## config.mk

```make
export PLATFORM = sky130hd
export DESIGN_NAME = approx_adder_pipe_errmon
export DESIGN_NICKNAME = d
export VERILOG_FILES = /design/src/rtl/approx_adder_pipe_errmon.sv
export SDC_FILE = /design/constraint.sdc
export NUM_CORES = 1
export LEC_CHECK = 0
export CAP_MARGIN = 20
export CORE_UTILIZATION = 45
export DETAILED_ROUTE_END_ITERATION = 10
export PLACE_DENSITY_LB_ADDON = 0.1
export SYNTH_ARGS = -nofsm -noshare
export SYNTH_HDL_FRONTEND = slang
export SYNTH_SLANG_ARGS = --single-unit
```

## constraint.sdc

```tcl
create_clock -name clk -period 4.2 [get_ports clk]
set_clock_uncertainty 0.2 [all_clocks]
set_input_delay 1.26 -clock clk [delete_from_list [all_inputs] [get_ports clk]]
set_output_delay 1.26 -clock clk [all_outputs]
set_load 0.02 [all_outputs]
```

## src/rtl/approx_adder_pipe_errmon.sv

```systemverilog
// approx_adder_pipe_errmon
// Two-stage pipelined lower-part-OR approximate adder with an exact reference
// sum computed alongside, per-sample error magnitude / threshold flag, and
// running statistics (sample count, violation count, max error).
//
// Handshake: a transfer happens on a port in any cycle where valid && ready
// are both high at the rising clock edge. A producer holds valid and data
// stable until that transfer; ready may depend combinationally on the
// downstream ready (in_ready follows out_ready when the pipe is full).
module approx_adder_pipe_errmon #(
  parameter int WIDTH       = 8,
  parameter int APPROX_BITS = 2,
  parameter int ET          = 2,
  parameter int CNT_W       = 16
) (
  input  logic             clk,
  input  logic             rst_n,
  input  logic             in_valid,
  output logic             in_ready,
  input  logic [WIDTH-1:0] in_a,
  input  logic [WIDTH-1:0] in_b,
  input  logic             clr,
  output logic             out_valid,
  input  logic             out_ready,
  output logic [WIDTH:0]   out_sum,
  output logic [WIDTH:0]   out_exact,
  output logic [WIDTH:0]   out_err,
  output logic             out_viol,
  output logic [CNT_W-1:0] sample_cnt,
  output logic [CNT_W-1:0] viol_cnt,
  output logic [WIDTH:0]   max_err
);

  localparam int K = APPROX_BITS;
  localparam logic [WIDTH:0] ONE = (WIDTH+1)'(1);
  // Low K bits set; K=0 gives an all-zero mask, K=WIDTH covers every operand bit.
  localparam logic [WIDTH:0] LO_MASK = (ONE << K) - ONE;
  // Threshold is assumed to fit in WIDTH+1 bits.
  localparam logic [WIDTH:0] ET_V = (WIDTH+1)'(ET);

  logic             s1_valid;
  logic [WIDTH-1:0] s1_a;
  logic [WIDTH-1:0] s1_b;
  logic             s1_adv;
  logic             s2_adv;
  logic             cin;
  logic [WIDTH:0]   a_x;
  logic [WIDTH:0]   b_x;
  logic [WIDTH:0]   approx_c;
  logic [WIDTH:0]   exact_c;
  logic [WIDTH:0]   err_c;
  logic             viol_c;
  logic             out_hs;

  assign s2_adv   = !out_valid || out_ready;
  assign s1_adv   = !s1_valid || s2_adv;
  assign in_ready = s1_adv;
  assign out_hs   = out_valid && out_ready;

  // Carry into the exact upper part comes from the top approximated bit pair.
  if (K > 0) begin : g_cin
    assign cin = s1_a[K-1] & s1_b[K-1];
  end else begin : g_no_cin
    assign cin = 1'b0;
  end

  // Approximate, exact and error arithmetic on the S1 operands.
  always_comb begin
    a_x      = {1'b0, s1_a};
    b_x      = {1'b0, s1_b};
    // Upper part is added exactly with its low K bits forced to zero, so the
    // OR with the lower part never overlaps.
    approx_c = ((a_x & ~LO_MASK) + (b_x & ~LO_MASK) + ({{WIDTH{1'b0}}, cin} << K))
             | ((a_x | b_x) & LO_MASK);
    exact_c  = a_x + b_x;
    err_c    = (exact_c >= approx_c) ? (exact_c - approx_c) : (approx_c - exact_c);
    viol_c   = err_c > ET_V;
  end

  // Stage 1: operand capture on input handshake.
  always_ff @(posedge clk or negedge rst_n) begin
    if (!rst_n) begin
      s1_valid <= 1'b0;
      s1_a     <= '0;
      s1_b     <= '0;
    end else if (s1_adv) begin
      s1_valid <= in_valid;
      if (in_valid) begin
        s1_a <= in_a;
        s1_b <= in_b;
      end
    end
  end

  // Stage 2: result registers, held stable while the consumer stalls.
  always_ff @(posedge clk or negedge rst_n) begin
    if (!rst_n) begin
      out_valid <= 1'b0;
      out_sum   <= '0;
      out_exact <= '0;
      out_err   <= '0;
      out_viol  <= 1'b0;
    end else if (s2_adv) begin
      out_valid <= s1_valid;
      if (s1_valid) begin
        out_sum   <= approx_c;
        out_exact <= exact_c;
        out_err   <= err_c;
        out_viol  <= viol_c;
      end
    end
  end

  // Statistics over delivered samples; clr wins over a same-cycle delivery.
  always_ff @(posedge clk or negedge rst_n) begin
    if (!rst_n) begin
      sample_cnt <= '0;
      viol_cnt   <= '0;
      max_err    <= '0;
    end else if (clr) begin
      sample_cnt <= '0;
      viol_cnt   <= '0;
      max_err    <= '0;
    end else if (out_hs) begin
      if (sample_cnt != '1) sample_cnt <= sample_cnt + 1'b1;
      if (out_viol && (viol_cnt != '1)) viol_cnt <= viol_cnt + 1'b1;
      if (out_err > max_err) max_err <= out_err;
    end
  end

endmodule

```

# After elaboration in Yosys (flattened, before gate mapping)
# Index checks and enable logic that the tools add are counted.
classes:
  n_bitwise: 3
  magnitude_cmp: 3
  add_sub_neg: 7
  n_eq_ne: 2
  reduce_logical: 15
  muxes: 10
ops:
  columns: ["cell", "n"]
  rows:
  - ["$mux W16", 6]
  - ["$mux W9", 4]
  - ["$add A16 B1 Y16 const B", 2]
  - ["$ne A16 B16 Y1 const B", 2]
  - ["$add A8 B8 Y9", 2]
  - ["$sub A9 B9 Y9", 2]
  - ["$reduce_and A2 Y1", 5]
  - ["$add A9 B3 Y9", 1]
  - ["$ge A9 B9 Y1", 1]
  - ["$gt A9 B2 Y1 const B", 1]
  - ["$gt A9 B9 Y1", 1]
  - ["$or A9 B2 Y9", 1]
  - ["$reduce_bool A2 Y1", 4]
  - ["$logic_and A1 B1 Y1", 2]
  - ["$logic_not A1 Y1", 2]
  - ["$logic_or A1 B1 Y1", 2]
  - ["$or A2 B2 Y2", 1]
  - ["$and A1 B1 Y1", 1]
totals:
  wordCells: 51
  input_bits: 21
  reg_bits: 87

# Depth between registers and ports, before layout
depth:
  depth_word: 6
  depth_mapped: 19

# Least setup slack after synthesis
# Ideal clock, no wire load.
synth_path:
  path_type: "register to register"
  startpoint: "register s1_a[1]"
  endpoint: "register out_viol"
  slack_ps: 283
  synth_period_minus_slack_ps: 3917
  setup_ps: 133
  n_path_buf: 1
  arrival_ps: 3584
  path_stages_with_launch: 19
  path_cell_list: "dfrtp_1 > ha_1 > fa_1 > ha_1 > inv_1 > o21bai_1 > a21o_1 > a21o_1 > a21oi_1 > xor2_1 > ha_1 > and3_1 > a21oi_1 > o311a_1 > buf_6 > mux2i_1 > xor2_1 > nor4_2 > a31oi_1"
synth_between:
  elab_chain_cells: 6
  elab_cells_between_ends: 10
  cone_classes: "4 x add/sub; 2 x order compare; 1 x mux; 3 x bitwise"
synth_lines:
  columns: ["item", "line_no", "rtl"]
  rows:
  - ["start, declared", "42", "logic [WIDTH-1:0] s1_a;"]
  - ["start signal, assigned", "89", "s1_a <= in_a;"]
  - ["$and A1 B1 Y1", "62", "assign cin = s1_a[K-1] & s1_b[K-1];"]
  - ["$add A9 B3 Y9", "73", "approx_c = ((a_x & ~LO_MASK) + (b_x & ~LO_MASK) + ({{WIDTH{1'b0}}, cin} << K))"]
  - ["$or A9 B2 Y9", "74", "| ((a_x | b_x) & LO_MASK);"]
  - ["$sub A9 B9 Y9 or $ge A9 B9 Y1 (tied branches)", "76", "err_c = (exact_c >= approx_c) ? (exact_c - approx_c) : (approx_c - exact_c);"]
  - ["$mux W9 (*)", "76", null]
  - ["$gt A9 B2 Y1 (*)", "77", "viol_c = err_c > ET_V;"]
  - ["end signal, assigned", "109", "out_viol <= viol_c;"]
  - ["end, declared", "28", "output logic out_viol,"]
# Mark *: on every way between the ends. The rest lies on a longest branch, timed or not.
# A chain may end at the register's enable or synchronous reset.

# Worst setup path in the final report
layout_path:
  startpoint: "input port out_ready"
  endpoint: "output port in_ready"
layout_between:
  elab_chain_cells: 2
layout_lines:
  columns: ["item", "line_no", "rtl"]
  rows:
  - ["start, declared", "24", "input logic out_ready,"]
  - ["$logic_or A1 B1 Y1", "55", "assign s2_adv = !out_valid || out_ready;"]
  - ["$logic_or A1 B1 Y1", "56", "assign s1_adv = !s1_valid || s2_adv;"]
  - ["end, declared", "19", "output logic in_ready,"]
# No other way between the ends.

==> run summary <==
Gate Count Post-Synth: 514
CP endpoint kind: output port
Area Growth Syn to Fin: 31.06%
1st-iter DRT viols: 167
max_slew headroom: 0.4801
Via density: 5.245
die width: 109.3 um
Final Hold Violating Endpoints: 0
PD cells: 713.6 nW/um^2
Post-Route WL: 11570 um
CP max stage cell: clkdlybuf4s50_1
CTS tree: built
Initial Util: 0.4693
Pre-antenna DRT Iters: 5
residual DRC count: 0
Die ar.: 11940 sq um
clock latency on the worst-skew pair: 0.34 ns
wire per inst: 15.07 um
clock share of power: 0.188
global route overflow: 0
Max Cap Viol: 0
Sequential Power Share: 0.241
first-pass GRT wire length: 19200 um
CP Max Fanout: 4
Hold WS: 0.2833 ns
FMAX: 245.1 MHz
combinational fraction of design power: 0.571
kind of critical path: in -> out
routability cong.: 0.7978
ys flop type: dfrtp_1
Async SR Flop Fraction: 1.000
Synthesized Nets: 584
GRT Resource Usage Total: 0.2085
most used cell, CP: clkdlybuf4s50_1
Worst Path Required: 2.74 ns
Max Root-Sink Buffers: 2
warnings from Yosys: 0
largest cells by area after synthesis: dfrtp_1 42%, ha_1 9.9%, mux2_2 4.6%, xor2_1 4.6%, nand2_1 3.8%
root buffer cell: clkbuf_16
vias in the first global route: 4071
initial antenna violation count: 0
max-slew violation count: 0
hold crit path type: reg -> reg
status: finished clean
core area: 11030 sq um
crit path launch type: input port
Slew @ Worst Pin: 0.7798 ns
VDD IR-drop max: 0.3800 mV
n_diodes: 0
largest net degree at the start of global routing: 42
share of cells above drive strength 1: 0.1481
DP Wirelength: 8805 um
P_leak: 0.002986 uW
Largest stage delay, worst path: 0.65 ns
Syn Area/Cell: 10.07 sq um
H-tree lvl count: 3
Synth area leader: dfrtp_1
die height: 109.3 um
Power, Total: 4841 uW
period utilization: 0.9714
port bufs: 91
Period minus WS final: 4.080 ns
area of the mapped netlist: 5176 sq um
final setup vio count: 0
clk slew on worst S/H paths: 0.06 ns
worst-path cell chain: clkdlybuf4s50_1 -> nand3b_1 -> clkdlybuf4s50_1
Net Sw Power: 1924 uW
row count: 38
final-stage net count: 694
Netlist cell types: 52
Post-synth EDFFs: 0
Inserted Clock Buffers: 9
Yosys reg bits: 87
Via Count: 4028
Post-DRT Antenna Nets: 0
internal power: 2916 uW
Sw Ratio: 0.3975
crit path DAT: 2.62 ns
top-area cell type share of the netlist area: 0.4206
sequential share of the synthesized area: 0.4206
clock sinks: 87
io pins: 92
-- power groups by stage --
| stage | logic (uW) | clock network (uW) | registers [uW] |
|---|---|---|---|
| after floorplan | 1590 | 0 | 1330 |
| after global placement | 2520 | 0 | 1170 |
| after detailed placement | 2580 | 0 | 1180 |
| after CTS | 2630 | 931 | 1170 |
| after global routing | 3040 | 971 | 1190 |
| final | 2760 | 909 | 1170 |
-- metal layers --
metal,wire [um],vias to the layer above,global-route usage
li1,-,1975,-
met1,5412,1965,0.2703
met2,5594,76,0.3464
met3,367,12,0.03527
met4,199,0,0.08286
met5,0,-,0
-- stage by stage --
stage	area, sq um	worst slack, ns	util	setup TNS [ns]	instances
after floorplan	5176	0.2825	-	0	514
after global placement	6351	0.09409	0.5758	0	749
after detailed placement	6351	-0.08603	0.5758	-0.08603	749
after CTS	6698	0.003048	0.6072	0	764
after global routing	6784	-0.005900	0.6150	-0.005900	768
final	6784	0.1200	0.6150	0	768
-- registers in the layout, indices dropped and copies added (netlist names), 8 cells and up --
signal      count
out_sum         9
out_exact       9
s1_a            8
viol_cnt       16
out_err         9
max_err         9
s1_b            8
sample_cnt     16
-- final cells by class --
| cell class | instances | area [sq um] |
|---|---|---|
| fill | 945 | 4247 |
| multi-input combinational | 375 | 2856 |
| sequential | 87 | 2177 |
| timing repair buffer | 115 | 1105 |
| clock buffer | 10 | 229.0 |
| tap | 140 | 175.2 |
| inverter | 36 | 135.1 |
| clock inverter | 5 | 106.4 |
-- worst paths after layout --
check / cells past startpoint / to / from / slack, ns
worst min-delay path: 2 / out_exact[8]$_DFFE_PN0P_ / out_exact[8]$_DFFE_PN0P_ / 0.28
worst min register to register: 2 / out_exact[8]$_DFFE_PN0P_ / out_exact[8]$_DFFE_PN0P_ / 0.28
min in group asynchronous: 1 / max_err[8]$_DFFE_PN0P_ / rst_n / 0.67
worst max register to register: 18 / out_viol$_DFFE_PN0P_ / s1_b[1]$_DFFE_PN0P_ / 0.20
max in group asynchronous: 2 / viol_cnt[0]$_DFFE_PN0P_ / rst_n / 2.39
worst max-delay path: 3 / in_ready / out_ready / 0.12
-- synthesized netlist by cell type, types with 7 or more instances --
cell	n
xor2_1	27
nand2b_1	7
clkbuf_1	11
fa_1	8
ha_1	41
mux2i_1	8
xnor2_1	16
nand3_1	20
nor2_1	42
dfrtp_1	87
inv_1	36
o21ai_0	27
nand2_1	52
mux2_2	21
a21o_1	7
a21oi_1	24
nand4_1	8
o21a_1	11
a21bo_2	8
-- critical path, delay by kind of cell --
family | cells | cell delay [ns]
simple gates | 1 | 0.18
buf+inv | 2 | 1.18
-- placed cells by master, fill, tap and decap left out, drive strengths merged, types with 16 or more instances in the layout --
master,instances
xor2,27
dfrtp,87
inv,37
buf,25
mux2,21
nand2,52
o21ai,29
a21oi,24
nand3,20
ha,41
clkdlybuf4s50,90
xnor2,16
nor2,43
-- repair_timing --
action                     CTS  global route
setup buffers                0             3
resized for setup            1            14
hold buffers                 0             0
pin swaps                    0             7
setup endpoints to repair    1             6
-- cells by family after synthesis --
family	synth area share
flops	0.4206
mux	0.06116
xor+xnor	0.07276
fa+ha+maj	0.1300
simple gates	0.1455
compound gates	0.1300
buf+inv	0.03988
Power figures use the tool's default switching activity.
